[src/rtl/frogger_pkg.sv]
// frogger_pkg: shared types, key codes and playfield geometry for frog_motion.
// FROG_TIMER_EN (used in frog_motion) enables the per-life countdown.
package frogger_pkg;

    typedef enum logic [1:0] {
        IDLE,
        HOP,
        DYING,
        HOME
    } frog_state_e;

    typedef enum logic [2:0] {
        DIR_NONE,
        DIR_UP,
        DIR_DOWN,
        DIR_LEFT,
        DIR_RIGHT
    } dir_e;

    typedef struct packed {
        logic [10:0] x;
        logic [10:0] y;
    } frog_pos_t;

    localparam logic [7:0] KEY_UP    = 8'h1A;
    localparam logic [7:0] KEY_DOWN  = 8'h16;
    localparam logic [7:0] KEY_LEFT  = 8'h04;
    localparam logic [7:0] KEY_RIGHT = 8'h07;

    localparam logic [10:0] GRID_STEP = 11'd40;
    localparam logic [10:0] HOP_STEP  = 11'd10;
    localparam int          HOP_FRAMES = 4;

    localparam logic [10:0] X_MIN = 11'd0;
    localparam logic [10:0] X_MAX = 11'd600;
    localparam logic [10:0] Y_MIN = 11'd40;
    localparam logic [10:0] Y_MAX = 11'd440;

    localparam logic [10:0] START_X = 11'd320;
    localparam logic [10:0] START_Y = 11'd440;

    localparam logic [10:0] HOME_X0 = 11'd120;
    localparam logic [10:0] HOME_X1 = 11'd280;
    localparam logic [10:0] HOME_X2 = 11'd480;

    localparam logic [10:0] RIVER_Y_MIN = 11'd80;
    localparam logic [10:0] RIVER_Y_MAX = 11'd200;

    localparam int          DEATH_HOLD = 30;
    localparam logic [10:0] LIFE_TIME  = 11'd1800;

    localparam logic [4:0] HOP_LAST   = 5'(HOP_FRAMES - 1);
    localparam logic [4:0] DEATH_LAST = 5'(DEATH_HOLD - 1);

    function automatic logic is_home_x(logic [10:0] x);
        return (x == HOME_X0) || (x == HOME_X1) || (x == HOME_X2);
    endfunction

    // A hop is legal only if its full 40 px landing cell stays inside the field.
    function automatic logic target_ok(dir_e d, frog_pos_t p);
        logic ok;
        ok = 1'b0;
        case (d)
            DIR_UP:    ok = p.y >= (Y_MIN + GRID_STEP);
            DIR_DOWN:  ok = (p.y + GRID_STEP) <= Y_MAX;
            DIR_LEFT:  ok = p.x >= (X_MIN + GRID_STEP);
            DIR_RIGHT: ok = (p.x + GRID_STEP) <= X_MAX;
            default:   ok = 1'b0;
        endcase
        return ok;
    endfunction

    function automatic frog_pos_t hop_step(frog_pos_t p, dir_e d);
        frog_pos_t n;
        n = p;
        case (d)
            DIR_UP:    n.y = p.y - HOP_STEP;
            DIR_DOWN:  n.y = p.y + HOP_STEP;
            DIR_LEFT:  n.x = p.x - HOP_STEP;
            DIR_RIGHT: n.x = p.x + HOP_STEP;
            default:   n = p;
        endcase
        return n;
    endfunction

endpackage

[src/rtl/frog_motion_if.sv]
// frog_motion_if: game-side signal bundle of the frog motion block.
interface frog_motion_if;

    logic [7:0]  keycode;
    logic        frog_enable;
    logic        hazard;
    logic [3:0]  river_dx;
    logic [10:0] Frog_X;
    logic [10:0] Frog_Y;
    logic        dead_frog;
    logic        frog_home;
    logic [10:0] time_left;

    modport master (
        output keycode,
        output frog_enable,
        output hazard,
        output river_dx,
        input  Frog_X,
        input  Frog_Y,
        input  dead_frog,
        input  frog_home,
        input  time_left
    );

    modport slave (
        input  keycode,
        input  frog_enable,
        input  hazard,
        input  river_dx,
        output Frog_X,
        output Frog_Y,
        output dead_frog,
        output frog_home,
        output time_left
    );

endinterface

[src/rtl/frog_key_decode.sv]
// frog_key_decode: HID keycode to hop direction plus edge-detected press strobe.
module frog_key_decode
    import frogger_pkg::*;
(
    input  logic       frame_clk,
    input  logic       game_restart_n,
    input  logic       en,
    input  logic [7:0] keycode,
    output dir_e       dir,
    output logic       press
);

    logic [7:0] prev_key;

    always_comb begin
        dir = DIR_NONE;
        unique case (1'b1)
            keycode == KEY_UP:    dir = DIR_UP;
            keycode == KEY_DOWN:  dir = DIR_DOWN;
            keycode == KEY_LEFT:  dir = DIR_LEFT;
            keycode == KEY_RIGHT: dir = DIR_RIGHT;
            default:              dir = DIR_NONE;
        endcase
    end

    // History only advances on live frames so a frozen frame cannot eat a press.
    always_ff @(posedge frame_clk or negedge game_restart_n) begin
        if (!game_restart_n) begin
            prev_key <= 8'h00;
        end else if (en) begin
            prev_key <= keycode;
        end
    end

    assign press = (dir != DIR_NONE) && (keycode != prev_key);

endmodule

[src/rtl/frog_motion.sv]
// frog_motion: per-frame frog position, hop, drift, death and home FSM.
// Define FROG_TIMER_EN to enable the per-life countdown on time_left.
module frog_motion
    import frogger_pkg::*;
(
    input  logic         frame_clk,
    input  logic         game_restart_n,
    frog_motion_if.slave bus
);

    frog_state_e state_q, state_n;
    frog_pos_t   pos_q, pos_n;
    logic [4:0]  cnt_q, cnt_n;
    dir_e        hop_dir_q, hop_dir_n;
    logic        dead_q;
    logic        die;

    dir_e        key_dir;
    logic        key_press;
    logic        on_river;
    logic signed [11:0] x_d;
    logic        timer_out;

    frog_key_decode u_key (
        .frame_clk      (frame_clk),
        .game_restart_n (game_restart_n),
        .en             (bus.frog_enable),
        .keycode        (bus.keycode),
        .dir            (key_dir),
        .press          (key_press)
    );

    assign on_river = (pos_q.y >= RIVER_Y_MIN) && (pos_q.y <= RIVER_Y_MAX);
    assign x_d = $signed({1'b0, pos_q.x})
               + $signed({{8{bus.river_dx[3]}}, bus.river_dx});

`ifdef FROG_TIMER_EN
    logic [10:0] tl_q, tl_n;

    always_comb begin
        tl_n      = tl_q;
        timer_out = 1'b0;
        if (bus.frog_enable) begin
            if (state_q == IDLE || state_q == HOP) begin
                tl_n      = tl_q - 11'd1;
                timer_out = (tl_q == 11'd1);
            end else if (state_q == DYING && cnt_q == DEATH_LAST) begin
                tl_n = LIFE_TIME;
            end
        end
    end

    always_ff @(posedge frame_clk or negedge game_restart_n) begin
        if (!game_restart_n) begin
            tl_q <= LIFE_TIME;
        end else begin
            tl_q <= tl_n;
        end
    end

    assign bus.time_left = tl_q;
`else
    assign timer_out     = 1'b0;
    assign bus.time_left = '0;
`endif

    always_comb begin
        state_n   = state_q;
        pos_n     = pos_q;
        cnt_n     = cnt_q;
        hop_dir_n = hop_dir_q;
        die       = 1'b0;
        if (bus.frog_enable) begin
            unique case (state_q)
                IDLE: begin
                    if (bus.hazard || timer_out) begin
                        die = 1'b1;
                    end else if (on_river && x_d[11]) begin
                        die     = 1'b1;
                        pos_n.x = X_MIN;
                    end else if (on_river && x_d > $signed({1'b0, X_MAX})) begin
                        die     = 1'b1;
                        pos_n.x = X_MAX;
                    end else begin
                        if (on_river) begin
                            pos_n.x = x_d[10:0];
                        end
                        if (key_press && target_ok(key_dir, pos_n)) begin
                            state_n   = HOP;
                            hop_dir_n = key_dir;
                            cnt_n     = '0;
                        end
                    end
                end
                HOP: begin
                    // Hazard beats the landing decision on the final frame.
                    if (bus.hazard || timer_out) begin
                        die = 1'b1;
                    end else begin
                        pos_n = hop_step(pos_q, hop_dir_q);
                        cnt_n = cnt_q + 5'd1;
                        if (cnt_q == HOP_LAST) begin
                            if (pos_n.y != Y_MIN) begin
                                state_n = IDLE;
                            end else if (is_home_x(pos_n.x)) begin
                                state_n = HOME;
                            end else begin
                                die = 1'b1;
                            end
                        end
                    end
                end
                DYING: begin
                    if (cnt_q == DEATH_LAST) begin
                        state_n = IDLE;
                        pos_n   = '{x: START_X, y: START_Y};
                        cnt_n   = '0;
                    end else begin
                        cnt_n = cnt_q + 5'd1;
                    end
                end
                HOME: begin
                    state_n = HOME;
                end
                default: begin
                    state_n = IDLE;
                end
            endcase
            if (die) begin
                state_n = DYING;
                cnt_n   = '0;
            end
        end
    end

    always_ff @(posedge frame_clk or negedge game_restart_n) begin
        if (!game_restart_n) begin
            state_q   <= IDLE;
            pos_q     <= '{x: START_X, y: START_Y};
            cnt_q     <= '0;
            hop_dir_q <= DIR_NONE;
            dead_q    <= 1'b0;
        end else begin
            state_q   <= state_n;
            pos_q     <= pos_n;
            cnt_q     <= cnt_n;
            hop_dir_q <= hop_dir_n;
            dead_q    <= die;
        end
    end

    assign bus.Frog_X    = pos_q.x;
    assign bus.Frog_Y    = pos_q.y;
    assign bus.dead_frog = dead_q;
    assign bus.frog_home = (state_q == HOME);

endmodule

[src/flat_wrapper.sv]
// flat-port wrapper written by rule: the top's interface ports become plain ports
module frog_motion_flat import frogger_pkg::*;
  (frame_clk, game_restart_n, bus_keycode, bus_frog_enable, bus_hazard, bus_river_dx, bus_Frog_X, bus_Frog_Y, bus_dead_frog, bus_frog_home, bus_time_left);
  frog_motion_if bus_i ();
  input  logic frame_clk;
  input  logic game_restart_n;
  input wire logic [$bits(bus_i.keycode)-1:0] bus_keycode;
  input wire logic [$bits(bus_i.frog_enable)-1:0] bus_frog_enable;
  input wire logic [$bits(bus_i.hazard)-1:0] bus_hazard;
  input wire logic [$bits(bus_i.river_dx)-1:0] bus_river_dx;
  output wire logic [$bits(bus_i.Frog_X)-1:0] bus_Frog_X;
  output wire logic [$bits(bus_i.Frog_Y)-1:0] bus_Frog_Y;
  output wire logic [$bits(bus_i.dead_frog)-1:0] bus_dead_frog;
  output wire logic [$bits(bus_i.frog_home)-1:0] bus_frog_home;
  output wire logic [$bits(bus_i.time_left)-1:0] bus_time_left;
  assign bus_i.keycode = bus_keycode;
  assign bus_i.frog_enable = bus_frog_enable;
  assign bus_i.hazard = bus_hazard;
  assign bus_i.river_dx = bus_river_dx;
  assign bus_Frog_X = bus_i.Frog_X;
  assign bus_Frog_Y = bus_i.Frog_Y;
  assign bus_dead_frog = bus_i.dead_frog;
  assign bus_frog_home = bus_i.frog_home;
  assign bus_time_left = bus_i.time_left;
  frog_motion u_core (.frame_clk(frame_clk), .game_restart_n(game_restart_n), .bus(bus_i));
endmodule
[config.mk]
export PLATFORM = sky130hd
export DESIGN_NAME = frog_motion_flat
export DESIGN_NICKNAME = d
export VERILOG_FILES = /design/src/rtl/frogger_pkg.sv /design/src/rtl/frog_motion_if.sv /design/src/rtl/frog_key_decode.sv /design/src/rtl/frog_motion.sv /design/src/flat_wrapper.sv
export SDC_FILE = /design/constraint.sdc
export NUM_CORES = 1
export LEC_CHECK = 0
export CAP_MARGIN = 20
export CELL_PAD_IN_SITES_DETAIL_PLACEMENT = 1
export CELL_PAD_IN_SITES_GLOBAL_PLACEMENT = 1
export CORE_MARGIN = 4
export CORE_UTILIZATION = 45
export CTS_CLUSTER_SIZE = 40
export DETAILED_ROUTE_END_ITERATION = 10
export GPL_TIMING_DRIVEN = 0
export PLACE_DENSITY_LB_ADDON = 0.1
export RECOVER_POWER = 50
export SYNTH_ARGS = -nofsm -noshare
export SYNTH_HDL_FRONTEND = slang
export SYNTH_HIERARCHICAL = 1
export SYNTH_SLANG_ARGS = --single-unit
[constraint.sdc]
create_clock -name frame_clk -period 11.7 [get_ports frame_clk]
set_clock_uncertainty 0.1 [all_clocks]
set_input_delay 2.34 -clock frame_clk [delete_from_list [all_inputs] [get_ports frame_clk]]
set_output_delay 2.34 -clock frame_clk [all_outputs]
set_load 0.01 [all_outputs]
==> impl_metrics.yaml <==
outcome:
  outcome: "complete, but fails checks"
  violations: "max-capacitance violations, max-slew violations"
detailed_routing:
  routed_via_density: 6.14
  drc_errors: 0
  drtIter0Drc: 220
  wl_met1_um: 6510
  drtAntennaViolNets: 0
  wl_met3_um: 514
  dr_wl_met2_um: 6840
  wirelength_um: 14000
  vias: 4610
  wl_per_cell_um: 18.7
  top_layer_used: "met4"
  dr.pass1.iters: 4
clock_tree:
  post_cts_buffers: 0
  cts_inserted_buffers: 5
  path_clk_slew_ps: 90
  cts_tree: "done"
  numClockSinks: 40
  cts_hold_buf: 0
  clock_path_buffers: 2
  clk-insertion-delay-late_ps: 300
  post_cts_resized: 0
  cts_root_buf: "clkbuf_8"
  htreeDepth: 2
critical_path:
  critical_path_buf_inv_count: 1
  rr_worst_depth: 13
  worstReg2RegEnd: "u_core/cnt_q[3]$_DFFE_PN0P_"
  crit_path_cell_trace: "clkdlybuf4s50_1 > ha_1 > and3_1 > a221oi_1 > xor2_1 > o31ai_1 > a211o_1 > a221oi_1 > nand3_1 > o21ai_0 > o21ai_1 > a221o_1"
  cp-start-kind: "input pin"
  crit_family: "compound AO/OA/AOI/OAI gates"
  ff2ff_setup_slack_ps: 6580
  path_max_fanout: 11
  arrival_ps: 7090
  crit_slowest_cell: "a221oi_1"
  critPathMaxStageDelay_ps: 820
  reg2reg_from: "u_core/bus.Frog_X[1]$_DFFE_PN0P_"
  path_class: "in -> reg"
  cpMostUsedCell: "a221oi_1"
  required_ps: 11790
  endpoint_kind: "register"
hold_path:
  hold_class: "reg -> reg"
  whs_endpoint: "u_core/u_key/prev_key[6]$_DFFE_PN0P_"
  worstHoldStart: "u_core/u_key/prev_key[6]$_DFFE_PN0P_"
  worstHoldPathCells: 1
sta:
  maxSlewViolCount: 40
  hold_viol: 0
  slew_headroom_pct: -49.7
  rsz0062_at_grt: "false"
  hold_slack_ps: 441
  setup_violations: 0
  max_freq_mhz: 143
  min_period_over_period_pct: 59.8
  finalWorstSetupSlack_ps: 4700
  fin_crit_ps: 7000
  finalSetupTns_ps: 0
  tightest_slew_ps: 2250
floorplanning:
  die_x_um: 108
  core-area_sq_um: 9770
  io_pins: 51
  die_h_um: 108
  rows: 36
  die-area_sq_um: 11700
  initial_core_util_pct: 46.3
synth:
  synth_area_leaders: "dfrtp_1 18%, ha_1 9.1%, o21ai_0 4.6%"
  synthSimpleGateAreaFrac_pct: 24.5
  synth_edf_count: 0
  yosysWarningCount: 6
  synth_async_sr_flop_share_pct: 100
  synth_compound_area_share_pct: 27.9
  synthMuxAreaShare_pct: 3.38
  synthAdderAreaFrac_pct: 10.5
  yosysUniqueCellTypes: 81
  synth_cells: 562
  synth_area_per_cell_sq_um: 8.05
  synth_ff_type: "dfrtp_1"
  synth_top_area_share_pct: 18.3
  yosys_register_bits: 40
  syn_area_sq_um: 4520
  synth_top_area_cell: "dfrtp_1"
  yosys.area_share.xor_xnor_pct: 5.42
  synth_top_family_by_area: "compound AO/OA/AOI/OAI gates"
  yosysSeqAreaShare_pct: 22.3
power:
  power.density_nw_per_um2: 164
  power_leakage_nw: 2.16
  p_total_mw: 0.846
  vdd_ir_drop_max_uv: 91.2
global_route:
  grt_use_total_pct: 24.4
  grt_start_max_net_pins: 40
  grt-ovfl-total: 0
  antenna_found_initial: 0
  grt_pass1_vias: 4592
  grt_pass1_wl_um: 23200
final_layout:
  layout_common_cells: "51 x nor2_1, 42 x o21ai_0, 35 x nand2_1"
  area_growth_pct: 14.3
  fillers: 1221
  antenna_cells: 0
  finish.utilization_pct: 52.9
  finish.instance_area_sq_um: 5170
  drive_gt1_share_pct: 9.39
  final_nets: 669
  final_cells: 751
  final_common_cell: "nor2_1"
flow_run:
  max_cap_viol_count: 1
placement:
  dp.cells: 742
  dp_hpwl_um: 11000
  place_ws_ps: 4520
  place_area_sq_um: 5090
  place_congestion: 0.876
  io_buffers: 35
==> cells by family (layout without fill, tap and decap cells) <==
group | count (synthesis) | in the layout
muxes | 14 | 14
and+or+nand+nor | 206 | 206
other | 1 | 12
DFF | 40 | 40
AOI/OAI and AO/OA | 182 | 182
xor gates and xnor gates | 28 | 28
buffers and inverters | 55 | 100
adders and majority gates | 36 | 36
==> power breakdown <==
group / total [mW] / internal [mW] / switching, mW
clock network: 0.0955 / 0.0418 / 0.0537
logic: 0.531 / 0.216 / 0.314
registers: 0.220 / 0.169 / 0.0508
==> worst reg2reg max path, stage by stage, from the launching register on <==
cell	delay, ps
dfrtp_1	390
clkbuf_1	320
inv_1	180
fa_1	470
nand2b_1	190
a211oi_1	480
o2111ai_1	190
o311a_1	220
a211o_1	310
a221oi_1	820
nand3_1	270
o21ai_0	430
o21ai_1	250
a221o_1	390
==> how the worst max path moves through the flow <==
| stage | slack [ps] | depth (start not counted) | end | startpoint |
|---|---|---|---|---|
| after floorplan | 6030 | 13 | u_core/cnt_q[2]$_DFFE_PN0P_ | bus_river_dx[0] |
| after global placement | 4650 | 12 | u_core/cnt_q[4]$_DFFE_PN0P_ | bus_river_dx[3] |
| after detailed placement | 4520 | 12 | u_core/cnt_q[2]$_DFFE_PN0P_ | bus_river_dx[3] |
| after CTS | 4840 | 12 | u_core/cnt_q[3]$_DFFE_PN0P_ | bus_river_dx[3] |
| after global routing | 4450 | 12 | u_core/cnt_q[2]$_DFFE_PN0P_ | bus_river_dx[3] |
| final | 4700 | 12 | u_core/cnt_q[3]$_DFFE_PN0P_ | bus_river_dx[3] |
==> Yosys cell counts (7+ instances only) <==
master,number
ha_1,33
nor3_1,23
o21a_1,8
dfrtp_1,33
nand2_1,35
a21oi_1,31
a211oi_1,7
dfstp_2,7
xor2_1,19
mux2_2,10
inv_1,23
a21o_1,9
nand3_1,18
and3_1,9
nor2_1,51
o21ai_0,42
clkbuf_1,14
nor4_1,7
buf_4,16
a211o_1,7
nand2b_1,9
nor2b_1,8
xnor2_1,9
==> layout make-up <==
type | count | area, sq um | area share [%]
plain buffers | 31 | 178 | 3.44
multi-input cells | 478 | 3280 | 63.5
flip-flops and latches | 40 | 1010 | 19.5
clock buffers | 6 | 72.6 | 1.40
clock inverters | 2 | 12.5 | 0.242
inverters | 24 | 92.6 | 1.79
well taps | 133 | 166 | 3.22
repair buffers | 37 | 353 | 6.83
==> routing by layer <==
| metal | global-route usage [%] | vias to the layer above |
|---|---|---|
| met2 | 41.6 | 90 |
| met3 | 2.27 | 15 |
| met1 | 33.8 | 2297 |
| li1 | - | 2208 |
| met4 | 4.96 | 0 |
| met5 | 0 | - |
==> sequential cells by signal, indices dropped and copies added (netlist names) <==
signal and count:
u_core/bus.Frog_X 11, u_core/bus.Frog_Y 10, u_core/bus.dead_frog 1, u_core/cnt_q 5, u_core/hop_dir_q 3, u_core/state_q 2
u_core/u_key/prev_key 8
(Power assumes the default switching activity.)
